$ cat src/rtl/rr_mux_stage.sv
// N-channel registered multiplexer with valid/ready on every port.
// Fixed-select or round-robin arbitration feeding a single output register.
module rr_mux_stage #(
    parameter int WIDTH    = 4,
    parameter int CHANNELS = 4,
    localparam int SEL_W   = (CHANNELS > 2) ? $clog2(CHANNELS) : 1
) (
    input  logic                      clk,
    input  logic                      rst,
    input  logic [CHANNELS*WIDTH-1:0] in_data,
    input  logic [CHANNELS-1:0]       in_valid,
    output logic [CHANNELS-1:0]       in_ready,
    input  logic                      mode,
    input  logic [SEL_W-1:0]          s,
    output logic [WIDTH-1:0]          out_data,
    output logic                      out_valid,
    input  logic                      out_ready,
    output logic [SEL_W-1:0]          out_ch
);

    localparam int unsigned NCH = CHANNELS;

    logic [WIDTH-1:0]    r_out_data;
    logic                r_out_valid;
    logic [SEL_W-1:0]    r_out_ch;
    logic [SEL_W-1:0]    r_ptr;

    logic                w_free;
    logic                w_any;
    logic [SEL_W-1:0]    w_gidx;
    logic [CHANNELS-1:0] w_grant;
    logic [WIDTH-1:0]    w_gdata;

    // Free depends only on registered state and out_ready, so in_ready has no loop.
    assign w_free = !r_out_valid || out_ready;

    always_comb begin
        int unsigned idx;
        int unsigned sidx;
        idx    = 0;
        sidx   = 32'(s);
        w_any  = 1'b0;
        w_gidx = '0;
        if (mode) begin
            // First requester at or above ptr, wrapping to channel 0.
            for (int unsigned k = 0; k < NCH; k++) begin
                idx = (32'(r_ptr) + k) % NCH;
                if (!w_any && in_valid[idx]) begin
                    w_any  = 1'b1;
                    w_gidx = SEL_W'(idx);
                end
            end
        end else if (sidx < NCH) begin
            if (in_valid[sidx]) begin
                w_any  = 1'b1;
                w_gidx = SEL_W'(sidx);
            end
        end
    end

    assign w_grant  = w_any ? (CHANNELS'(1) << w_gidx) : '0;
    assign w_gdata  = in_data[32'(w_gidx)*WIDTH +: WIDTH];
    assign in_ready = rst ? '0 : (w_grant & {CHANNELS{w_free}});

    always_ff @(posedge clk) begin
        if (rst) begin
            r_out_valid <= 1'b0;
            r_out_data  <= '0;
            r_out_ch    <= '0;
            r_ptr       <= '0;
        end else if (w_free) begin
            if (w_any) begin
                r_out_valid <= 1'b1;
                r_out_data  <= w_gdata;
                r_out_ch    <= w_gidx;
                if (mode) begin
                    r_ptr <= (32'(w_gidx) == NCH - 1) ? '0 : w_gidx + SEL_W'(1);
                end
            end else begin
                r_out_valid <= 1'b0;
            end
        end
    end

    assign out_data  = r_out_data;
    assign out_valid = r_out_valid;
    assign out_ch    = r_out_ch;

endmodule

$ cat config.mk
export PLATFORM = sky130hd
export DESIGN_NAME = rr_mux_stage
export DESIGN_NICKNAME = d
export VERILOG_FILES = /design/src/rtl/rr_mux_stage.sv
export SDC_FILE = /design/constraint.sdc
export NUM_CORES = 1
export LEC_CHECK = 0
export BUFFER_PORTS_ARGS = -buffer_cell sky130_fd_sc_hd__buf_2
export CORE_MARGIN = 10
export CORE_UTILIZATION = 46
export CTS_CLUSTER_DIAMETER = 30
export DETAILED_ROUTE_END_ITERATION = 8
export PLACE_DENSITY = 0.81
export REMOVE_ABC_BUFFERS = 1
export SLEW_MARGIN = 20
export SYNTH_ARGS = -nofsm -noshare
export SYNTH_HDL_FRONTEND = slang
export SYNTH_SLANG_ARGS = --single-unit
$ cat constraint.sdc
create_clock -name clk -period 3.69 [get_ports clk]
set_clock_uncertainty 0.15 [all_clocks]
set_input_delay 0.5535 -clock clk [delete_from_list [all_inputs] [get_ports clk]]
set_output_delay 0.5535 -clock clk [all_outputs]
set_load 0.02 [all_outputs]
**Yosys cells after proc, flatten, opt, wreduce, memory -nomap -nowiden**

Cells that the tools add are included.

- $add $sub $neg: 4
- Order comparisons: 5
- Equality and inequality tests: 1
- Shifts and indexed selects: 2
- Multiplexer cells: 29
- Bitwise operators: 1
- Reductions and logical operators: 10

Operators with widths:

| operator | count |
|---|---|
| variable part select 16 x 5 -> 4 bit | 1 |
| < comparator 2 x 3 -> 1 bit (second input constant) | 5 |
| 2-to-1 mux 1 bit | 15 |
| 2-to-1 mux 2 bit | 7 |
| binary-select mux 1 bit (select 2 bit) | 5 |
| 2-to-1 mux 4 bit | 2 |
| adder 2 x 1 -> 2 bit (second input constant) | 2 |
| adder 2 bit (second input constant) | 2 |
| AND 4 bit | 1 |
| zero test 1 bit | 4 |
| << shifter 1 x 2 -> 4 bit (first input constant) | 1 |
| logical AND 1 bit | 3 |
| AND reduction 3 bit | 1 |
| equality test 2 bit (second input constant) | 1 |
| AND reduction 2 bit | 1 |
| logical OR 1 bit | 1 |

- Flip-flop bits (word level): 9

**Logic depth before layout (Yosys ltp)**

- Depth in word-level cells: 20
- Depth in mapped cells: 6
- Depth with buffers taken out: 5

**Worst setup path after synthesis**

Ideal clock, no wire load.

- Path type: input to output
- Start point: in s[0]
- End point: out in_ready[1]
- Arrival time: 1.754 ns
- Data required time: 2.987 ns
- Path slack: 1.233 ns
- Stages on the path: 4
- Path buffers: 0
- Cell sequence: mux2_2 > a311oi_2 > nand3_2 > nor2b_1

- Word-level cells in the longest chain between the ends: 8

Ends and longest elaborated chain:

| element | line | source |
|---|---|---|
| start: declaration | 14 | `input logic [SEL_W-1:0] s,` |
| binary-select mux 1 bit (select 2 bit) | 54 | `if (in_valid[sidx]) begin` |
| 2-to-1 mux 1 bit (not written as such) | 54 |  |
| 2-to-1 mux 2 bit | 54 |  |
| 2-to-1 mux 2 bit | 44 | `if (mode) begin` |
| << shifter 1 x 2 -> 4 bit | 61 | `assign w_grant = w_any ? (CHANNELS'(1) << w_gidx) : '0;` |
| 2-to-1 mux 4 bit * | 61 |  |
| AND 4 bit * | 63 | `assign in_ready = rst ? '0 : (w_grant & {CHANNELS{w_free}});` |
| 2-to-1 mux 4 bit * | 63 |  |
| end: declaration | 12 | `output logic [CHANNELS-1:0] in_ready,` |

Every way passes the cells marked *; elsewhere a longest branch is shown, timed or not. The select of a mux whose other input is x is not followed.

**Worst setup path in the final report**

- Start point: in s[0]
- End point: out in_ready[3]

Same word-level chain as after synthesis.

==> impl_metrics.env <==
export IMPL_wl_um=1940
export IMPL_synth_seq_area_share_pct=26.7
export IMPL_placedCellCount=122
export IMPL_startpoint_type="input port"
export IMPL_drtIter0Drc=13
export IMPL_cellLeakagePower_nw=0.426
export IMPL_die_w_um=58.3
export IMPL_io_buffers=36
export IMPL_totalNegativeSetupSlack_ns=0
export IMPL_antenna_cells=0
export IMPL_mostFrequentLayoutCell="buf_2"
export IMPL_place_gp_congestion=0.870
export IMPL_utilization_pct=66.5
export IMPL_fin_crit_sh_pct=72.2
export IMPL_num_vias=697
export IMPL_p_per_area_mw_per_mm2=345
export IMPL_maxCapViolations=0
export IMPL_yosys_cell_types_count=24
export IMPL_grt_usage_pct=11.5
export IMPL_synth_seq_cells=9
export IMPL_drv_slew=0
export IMPL_antenna_found_initial=0
export IMPL_hold_depth=2
export IMPL_seqCellArea_um2=180
export IMPL_place_ws_ns=1.03
export IMPL_num_rows=13
export IMPL_outcome="completed"
export IMPL_r2r_cells=5
export IMPL_max_stage_delay_ns=0.43
export IMPL_avgRoutedWirePerCell_um=15.4
export IMPL_layout_common_cells="buf_2, mux2i_1, dfxtp_1"
export IMPL_die_area_mm2=0.00340
export IMPL_drc=0
export IMPL_critPathKind="input port to output pin"
export IMPL_ant_nets=0
export IMPL_cp_data_required_time_ns=2.99
export IMPL_firstDrtPassIters=4
export IMPL_cp_common_cell="buf_2"
export IMPL_crit_fanout=6
export IMPL_hold_end="out_data[3]"
export IMPL_layout_drive_gt1_share_pct=44.1
export IMPL_setup_violations=0
export IMPL_grt_max_degree=16
export IMPL_cts_hold_buf=0
export IMPL_async_flop_share_pct=0
export IMPL_dieHeight_um=58.3
export IMPL_path_cells="buf_2 -> mux2_2 -> a311oi_2 -> nand2b_1 -> nor2b_1 -> buf_2"
export IMPL_ir_worst_vdd_mv=0.239
export IMPL_max_freq_mhz=375
export IMPL_fin_ws_ns=1.03
export IMPL_hp_class="register to register"
export IMPL_numCtsBuffers=3
export IMPL_syn_area_per_cell_um2=9.52
export IMPL_timing_rr_end="out_data[2]"
export IMPL_path_clk_slew_ns=0.06
export IMPL_r2r_slack_ns=1.96
export IMPL_synth_edff_count=0
export IMPL_cts_resized=0
export IMPL_worst_pin_slew_ns=0.408
export IMPL_synthCells=71
export IMPL_area_delta_synth_final_pct=32.8
export IMPL_ioPinCount=37
export IMPL_cts_buffer_depth=2
export IMPL_root_buffer="clkbuf_4"
export IMPL_synth_ff_type="dfxtp_1"
export IMPL_postCtsSetupRepairBufs=0
export IMPL_r2r_start="r_ptr[0]"
export IMPL_start_util_pct=50.0
export IMPL_fillers=128
export IMPL_crit_path_end_kind="output pin"
export IMPL_rsz0062_at_grt="no"
export IMPL_slew_headroom_pct=72.8
export IMPL_slowest_stage="a311oi_2"
export IMPL_synthesis_area_um2=676
export IMPL_grt_overflow_total=0
export IMPL_clk_latency_ns=0.27
export IMPL_fp_coreArea_mm2=0.00135
export IMPL_cts_sinks=9
export IMPL_h_tree_depth=1
export IMPL_arrival_ns=1.96
export IMPL_via_per_inst=5.53
export IMPL_grt_pass1_vias=694
export IMPL_final_hold_viol_count=0
export IMPL_grt_pass1_wl_um=3050
export IMPL_synth_warnings=0
export IMPL_fin_nets=138
export IMPL_cts_tree="yes"
export IMPL_fin_cells=126
export IMPL_hp_start="out_data[3]"
export IMPL_multi_input_area_um2=469
export IMPL_post_route_min_period_ns=2.66
-- synth_stat cells, types with 2 or more instances --
cell | instances | area share, %
a21oi_1 | 2 | 1.5
nand2_1 | 4 | 2.2
nor2_1 | 8 | 4.4
o221ai_1 | 4 | 5.2
o2111ai_1 | 2 | 2.6
dfxtp_1 | 9 | 27
nand2b_1 | 7 | 6.5
nor2b_1 | 5 | 4.6
mux2i_1 | 11 | 16
a211oi_1 | 3 | 3.3
inv_1 | 3 | 1.7
-- through the flow --
step | power [mW] | cell area [µm²] | hold WS, ns
final | 0.309 | 897 | 0.308
after global routing | 0.331 | 897 | 0.341
after CTS | 0.312 | 897 | 0.316
after detailed placement | 0.236 | 871 | 0.301
after global placement | 0.232 | 871 | 0.289
after floorplan | 0.192 | 664 | 0.310
-- flip-flops by register name, summed over array words and instances (netlist names) --
register	cells
out_data	4
out_ch	2
r_ptr	2
out_valid	1
-- area by class of cell --
| class | count | share of cell area (%) |
|---|---|---|
| Multi-Input combinational cell | 57 | 52.3 |
| Timing Repair Buffer | 37 | 20.9 |
| Sequential cell | 9 | 20.1 |
| Clock buffer | 4 | 2.93 |
| Tap cell | 15 | 2.09 |
| Inverter | 4 | 1.67 |
-- worst max-delay path: cells and delay by family --
kind | cells | cell delay (ns)
compound gates | 1 | 0.43
mux | 1 | 0.34
buf+inv | 2 | 0.27
simple gates | 2 | 0.36
-- logic make-up (layout without fill, tap and decap cells) --
family                    count (synthesis)  after routing  share of synthesized area (%)
and+or+nand+nor                          27             27                           21.3
AOI/OAI and AO/OA                        15             15                           23.3
muxes                                    14             14                           23.5
DFF                                       9              9                           26.7
buffers and inverters                     5             45                           3.89
xor gates and xnor gates                  1              1                           1.30
-- per-layer routing --
metal	routed length [µm]	vias up	GRT usage, %
li1	-	345	-
met1	704	318	11.2
met2	952	29	18.8
met3	244	5	7.30
met4	34	0	5.03
met5	0	-	0
-- power by group --
group	switching (mW)	internal, mW
logic	0.0650	0.0519
registers	0.00606	0.109
clock network	0.0356	0.0417
total	0.107	0.203
-- worst max path at each step --
stage,startpoint,to,slack [ns],cells after the start
3_5_place_dp,s[0],in_ready[3],1.03,6
2_1_floorplan,s[0],in_ready[1],1.23,4
4_1_cts,s[0],in_ready[3],1.02,6
6_report,s[0],in_ready[3],1.03,6
3_3_place_gp,s[0],in_ready[3],1.06,6
5_1_grt,s[0],in_ready[1],0.92,6
(Power assumes the default switching activity.)
